### src/rtl/tanhx_issue_ctrl.sv
// Issue controller for the tanh unit: keeps start high across real operands plus pads,
// tracks real results through a tag pipe and buffers them in a credit-protected FIFO.
module tanhx_issue_ctrl #(
  parameter int DWIDTH  = 32,
  parameter int LATENCY = 3,
  parameter int DEPTH   = 8
) (
  input  logic              clk,
  input  logic              rst,
  input  logic              s_valid,
  input  logic [DWIDTH-1:0] s_data,
  output logic              s_ready,
  output logic [DWIDTH-1:0] x_out,
  output logic              start,
  input  logic [DWIDTH-1:0] y_in,
  input  logic              y_valid,
  output logic              m_valid,
  output logic [DWIDTH-1:0] m_data,
  input  logic              m_ready,
  output logic              busy,
  output logic              err
);

  localparam int AW = $clog2(DEPTH);
  localparam int PW = $clog2(LATENCY + 1);

  typedef enum logic [1:0] {IDLE = 2'd0, RUN = 2'd1, COOL = 2'd2} state_t;

  state_t            state_q;
  logic [DWIDTH-1:0] x_q;
  logic              start_q;
  logic              real_q;
  logic [PW-1:0]     pads_q;
  logic [LATENCY-1:0] tag_q;
  logic [LATENCY-1:0] tag_d;
  logic [AW:0]       inflight_q;
  logic [AW:0]       inflight_d;
  logic [AW:0]       wr_q;
  logic [AW:0]       rd_q;
  logic [AW:0]       occ;
  logic [AW+1:0]     total;
  logic              err_q;
  logic              credit;
  logic              accept;
  logic              push;
  logic              pop;
  logic              empty;
  logic [DWIDTH-1:0] mem [DEPTH];

  // Credit covers everything accepted but not yet consumed, so the FIFO can never overflow.
  assign occ     = wr_q - rd_q;
  assign total   = {1'b0, occ} + {1'b0, inflight_q};
  assign credit  = total < (AW+2)'(DEPTH);
  assign s_ready = ~rst & credit & (state_q != COOL);
  assign accept  = s_valid & s_ready;
  assign push    = tag_q[LATENCY-1];
  assign empty   = (wr_q == rd_q);
  assign pop     = ~empty & m_ready;

  always_comb begin
    inflight_d = inflight_q;
    if (accept && !push) begin
      inflight_d = inflight_q + (AW+1)'(1);
    end else if (!accept && push) begin
      inflight_d = inflight_q - (AW+1)'(1);
    end
  end

  always_ff @(posedge clk or posedge rst) begin
    if (rst) begin
      state_q <= IDLE;
      x_q     <= '0;
      start_q <= 1'b0;
      real_q  <= 1'b0;
      pads_q  <= '0;
    end else begin
      case (state_q)
        IDLE: begin
          start_q <= 1'b0;
          real_q  <= 1'b0;
          if (accept) begin
            x_q     <= s_data;
            start_q <= 1'b1;
            real_q  <= 1'b1;
            pads_q  <= '0;
            state_q <= RUN;
          end
        end
        RUN: begin
          start_q <= 1'b1;
          if (accept) begin
            x_q    <= s_data;
            real_q <= 1'b1;
            pads_q <= '0;
          end else begin
            // Zero pad keeps the unit streaming until all real tags have drained.
            x_q    <= '0;
            real_q <= 1'b0;
            if (pads_q == PW'(LATENCY)) begin
              start_q <= 1'b0;
              state_q <= COOL;
            end else begin
              pads_q <= pads_q + PW'(1);
            end
          end
        end
        default: begin
          start_q <= 1'b0;
          real_q  <= 1'b0;
          state_q <= IDLE;
        end
      endcase
    end
  end

  genvar gi;
  generate
    for (gi = 0; gi < LATENCY; gi++) begin : g_tag
      if (gi == 0) begin : g_head
        assign tag_d[gi] = start_q & real_q;
      end else begin : g_body
        assign tag_d[gi] = tag_q[gi-1];
      end
    end
  endgenerate

  always_ff @(posedge clk or posedge rst) begin
    if (rst) begin
      tag_q      <= '0;
      wr_q       <= '0;
      rd_q       <= '0;
      inflight_q <= '0;
      err_q      <= 1'b0;
    end else begin
      tag_q      <= tag_d;
      inflight_q <= inflight_d;
      if (push) wr_q <= wr_q + (AW+1)'(1);
      if (pop)  rd_q <= rd_q + (AW+1)'(1);
      if (push && !y_valid) err_q <= 1'b1;
    end
  end

  always_ff @(posedge clk) begin
    if (push) mem[wr_q[AW-1:0]] <= y_in;
  end

  assign m_data  = mem[rd_q[AW-1:0]];
  assign m_valid = ~empty;
  assign busy    = (state_q != IDLE) | ~empty;
  assign err     = err_q;
  assign x_out   = x_q;
  assign start   = start_q;

endmodule

### config.mk
export PLATFORM = sky130hd
export DESIGN_NAME = tanhx_issue_ctrl
export DESIGN_NICKNAME = d
export VERILOG_FILES = /design/src/rtl/tanhx_issue_ctrl.sv
export SDC_FILE = /design/constraint.sdc
export NUM_CORES = 1
export LEC_CHECK = 0
export BUFFER_PORTS_ARGS = -buffer_cell sky130_fd_sc_hd__buf_4
export CORE_MARGIN = 2
export CORE_UTILIZATION = 45
export DETAILED_ROUTE_END_ITERATION = 12
export GPL_ROUTABILITY_DRIVEN = 0
export PLACE_DENSITY = 0.66
export SETUP_SLACK_MARGIN = 0.15
export SKIP_CTS_REPAIR_TIMING = 1
export SLEW_MARGIN = 5
export SYNTH_ARGS = -nofsm -noshare
export SYNTH_HDL_FRONTEND = slang
export SYNTH_SLANG_ARGS = --single-unit
### constraint.sdc
create_clock -name clk -period 3.9 [get_ports clk]
set_clock_uncertainty 0.2 [all_clocks]
set_input_delay 0.39 -clock clk [delete_from_list [all_inputs] [get_ports clk]]
set_output_delay 0.39 -clock clk [all_outputs]
set_load 0.005 [all_outputs]
==> summary.txt <==
Synth
  • Post-Syn Area: 12300 um^2
  • Syn_area_per_cell: 18.0 um^2
  • Synthesis Warnings: 0
  • Syn Inst Count: 681
  • Seq/Total Area, Yosys: 0.737
  • Post-synth cell types: 36
  • Mapped Nets: 764
  • Yosys reg bits: 310

Route
  • Post-route DRC: 0
  • DR pass1 iterations: 4
  • Vias: 6601
  • Detailed router's first-iteration violation count: 514
  • Detail Route Antenna Nets: 0
  • Avg Vias per Cell: 5.17
  • DR WL/cell: 19.3 um
  • Final WL: 24700 um

Hold path
  • Hold Path Class: input pin to register
  • Worst hold start: m_ready
  • Hold depth: 3
  • Hold Path End: rd_q[2]$_DFFE_PP0P_

Finish
  • Post-layout util: 0.576
  • Layout cells sized above 1: 0.312
  • Nets: 997
  • Area grow syn2layout: 26.2%
  • Antenna cells: 0

STA
  • Period minus WS final: 3540 ps
  • Max-slew violation count: 0
  • Worst-Margin Slew: 966 ps
  • Hold Vio Cnt, Final: 0
  • Final setup fails: 0
  • Tcrit/Tclk final: 0.907
  • Max-slew headroom: 0.356
  • Fmax: 0.283 GHz
  • RSZ-0062 raised after global routing: no
  • Setup_tns: 0 ps

Clock network
  • Worst-Skew Late Latency: 500 ps
  • Clock H-tree levels: 2
  • Max Buffers Root-to-Sink: 3
  • Clock root cell: clkbuf_16
  • Clock transition at path regs: 60 ps
  • Clock sinks: 310
  • CTS tree: done
  • Num CTS Buffers: 34

Worst setup path
  • Kind of critical path: register to register
  • Crit. End Element: register
  • RR Startpoint: wr_q[0]$_DFFE_PP0P_
  • R2R Path End: inflight_q[3]$_DFFE_PP0P_
  • R2r setup slk: 360 ps
  • Crit. Startpoint: wr_q[0]$_DFFE_PP0P_
  • CP Max Fanout: 7
  • CP Data Arrival Time: 3720 ps
  • CP startpoint kind: register
  • CP required: 4090 ps
  • FF-to-FF path depth: 16

Global routing
  • Total track usage: 0.172
  • Initial antenna violation count: 0
  • Largest net degree at the start of global routing: 68
  • First-pass GRT wire length: 37500 um
  • GR Overflow Total: 0
  • Vias in the first global route: 6772

Floorplan
  • Die Span Y: 169 um
  • Core Area: 26900 um^2
  • Initial Util: 0.456
  • Die X: 169 um
  • Ports: 138
  • Row Count: 60
  • Die ar.: 28600 um^2

Run
  • Max-cap viol count: 0

Pwr
  • Static Leak: 5.76 nW
  • Max VDD drop: 0.223 mV
  • Pwr/cell area: 435 nW/um^2
  • Pwr Total: 6.73 mW

Place
  • Port bufs: 137
  • HPWL Detailed: 13800 um

Outcome
  • Status: finished, final reports clean
## state kept, by name (all words and copies together) (netlist names)
name        cells
x_out          32
real_q          1
pads_q          2
err             1
tag_q           3
inflight_q      4
rd_q            4
mem           256
state_q         2
start           1
wr_q            4
## kinds of logic after synthesis
group                    count (synthesis)  share of synthesized area
AO/OA/AOI/OAI                           12                    0.00571
buffers and inverters                   68                     0.0273
adder cells (fa/ha/maj)                 14                     0.0155
AND/OR/NAND/NOR                        165                     0.0590
multiplexers                           100                      0.147
XOR/XNOR                                12                    0.00857
flip-flops                             310                      0.737
## layer usage
layer | GRT usage | wire length, um
met1 | 0.230 | 10800
met2 | 0.287 | 12000
met3 | 0.0447 | 1550
met4 | 0.0394 | 355
met5 | 0 | 0
## cells in the mapped netlist
master    number  area (um^2)
edfxtp_1     256         7690
nand2_1      135          507
mux4_2        64         1440
dfrtp_1       54         1350
inv_1         39          146
mux2i_1       33          330
ha_1          12          150
buf_2         10         50.1
clkbuf_1       8         30.0
nor2_1         8         30.0
xnor2_1        6         52.6
xor2_1         6         52.6
buf_4          5         37.5
nand3_1        5         25.0
nand2b_1       4         25.0
o21ai_0        4         20.0
a21oi_1        3         15.0
buf_1          3         11.3
buf_12         3         60.1
mux2_2         3         33.8
fa_1           2         40.0
nor3_1         2         10.0
o21bai_1       2         15.0
o22ai_1        2         12.5
a21o_1         1         7.51
and2_1         1         6.26
and2b_2        1         8.76
and3_1         1         6.26
and4_2         1         10.0
and4b_2        1         11.3
nand4_4        1         21.3
nand4b_1       1         8.76
nor2_8         1         20.0
nor4_4         1         21.3
or2_2          1         6.26
or3_1          1         6.26
## worst max-delay path, stage by stage, from the launching register on
cell,delay (ps)
dfrtp_2,470
inv_1,110
ha_1,150
inv_1,60
fa_1,380
xor2_1,160
ha_1,290
nand4b_1,170
nand4_4,140
and2b_2,220
ha_1,180
inv_2,90
ha_1,260
a21oi_1,180
and3_1,170
o21bai_1,70
xnor2_1,120
## worst max-delay path by stage
stage / end / slack, ps / cells after the start
floorplan: inflight_q[3]$_DFFE_PP0P_ / 170 / 18
global placement: inflight_q[3]$_DFFE_PP0P_ / 410 / 16
detailed placement: inflight_q[3]$_DFFE_PP0P_ / 310 / 16
CTS: m_data[29] / 130 / 6
global route: inflight_q[3]$_DFFE_PP0P_ / 190 / 17
finish: inflight_q[3]$_DFFE_PP0P_ / 360 / 16
## placed cells by master (no fill, tap or decap), types with 2 or more instances in the layout
cell type,count
nand3_1,5
ha_1,12
nor3_2,2
o21ai_0,4
inv_1,37
clkbuf_16,34
clkbuf_1,10
a21oi_1,3
edfxtp_1,256
dfrtp_1,51
clkinv_2,2
buf_4,158
o22ai_1,2
mux2i_1,33
nor2_1,2
inv_6,4
mux4_2,64
xor2_1,6
mux2_2,3
clkbuf_8,3
clkinv_1,4
fa_1,2
dfrtp_2,2
nand2_1,135
nand2b_1,4
dlygate4sd3_1,66
o21bai_1,2
xnor2_1,6
inv_2,2
nor2_4,6
## area by class of cell
class	count	area (um^2)
fillers	2043	11400
flip-flops and latches	310	9040
multi-input cells	303	2950
repair buffers	226	1880
clock buffers	47	930
well taps	341	427
inverters	39	146
clock inverters	12	106
## power breakdown
group          internal [mW]  leakage [nW]  total, mW  switching, mW
Combinational         0.0916          2.24      0.160         0.0681
Sequential              3.59          3.02       3.59       0.000301
Clock                   1.74         0.506       2.98           1.24
Total                   5.42          5.76       6.73           1.31
## metrics by stage
step           hold WS, ps  area (um^2)  instances  setup WS, ps
2_1_floorplan          131        12300        681           165
3_3_place_gp           135        13800       1153           406
3_5_place_dp           140        13800       1153           307
4_1_cts               -182        14800       1212           127
5_1_grt               5.90        15500       1278           189
6_report              5.64        15500       1278           363
Power figures use the tool's default switching activity.
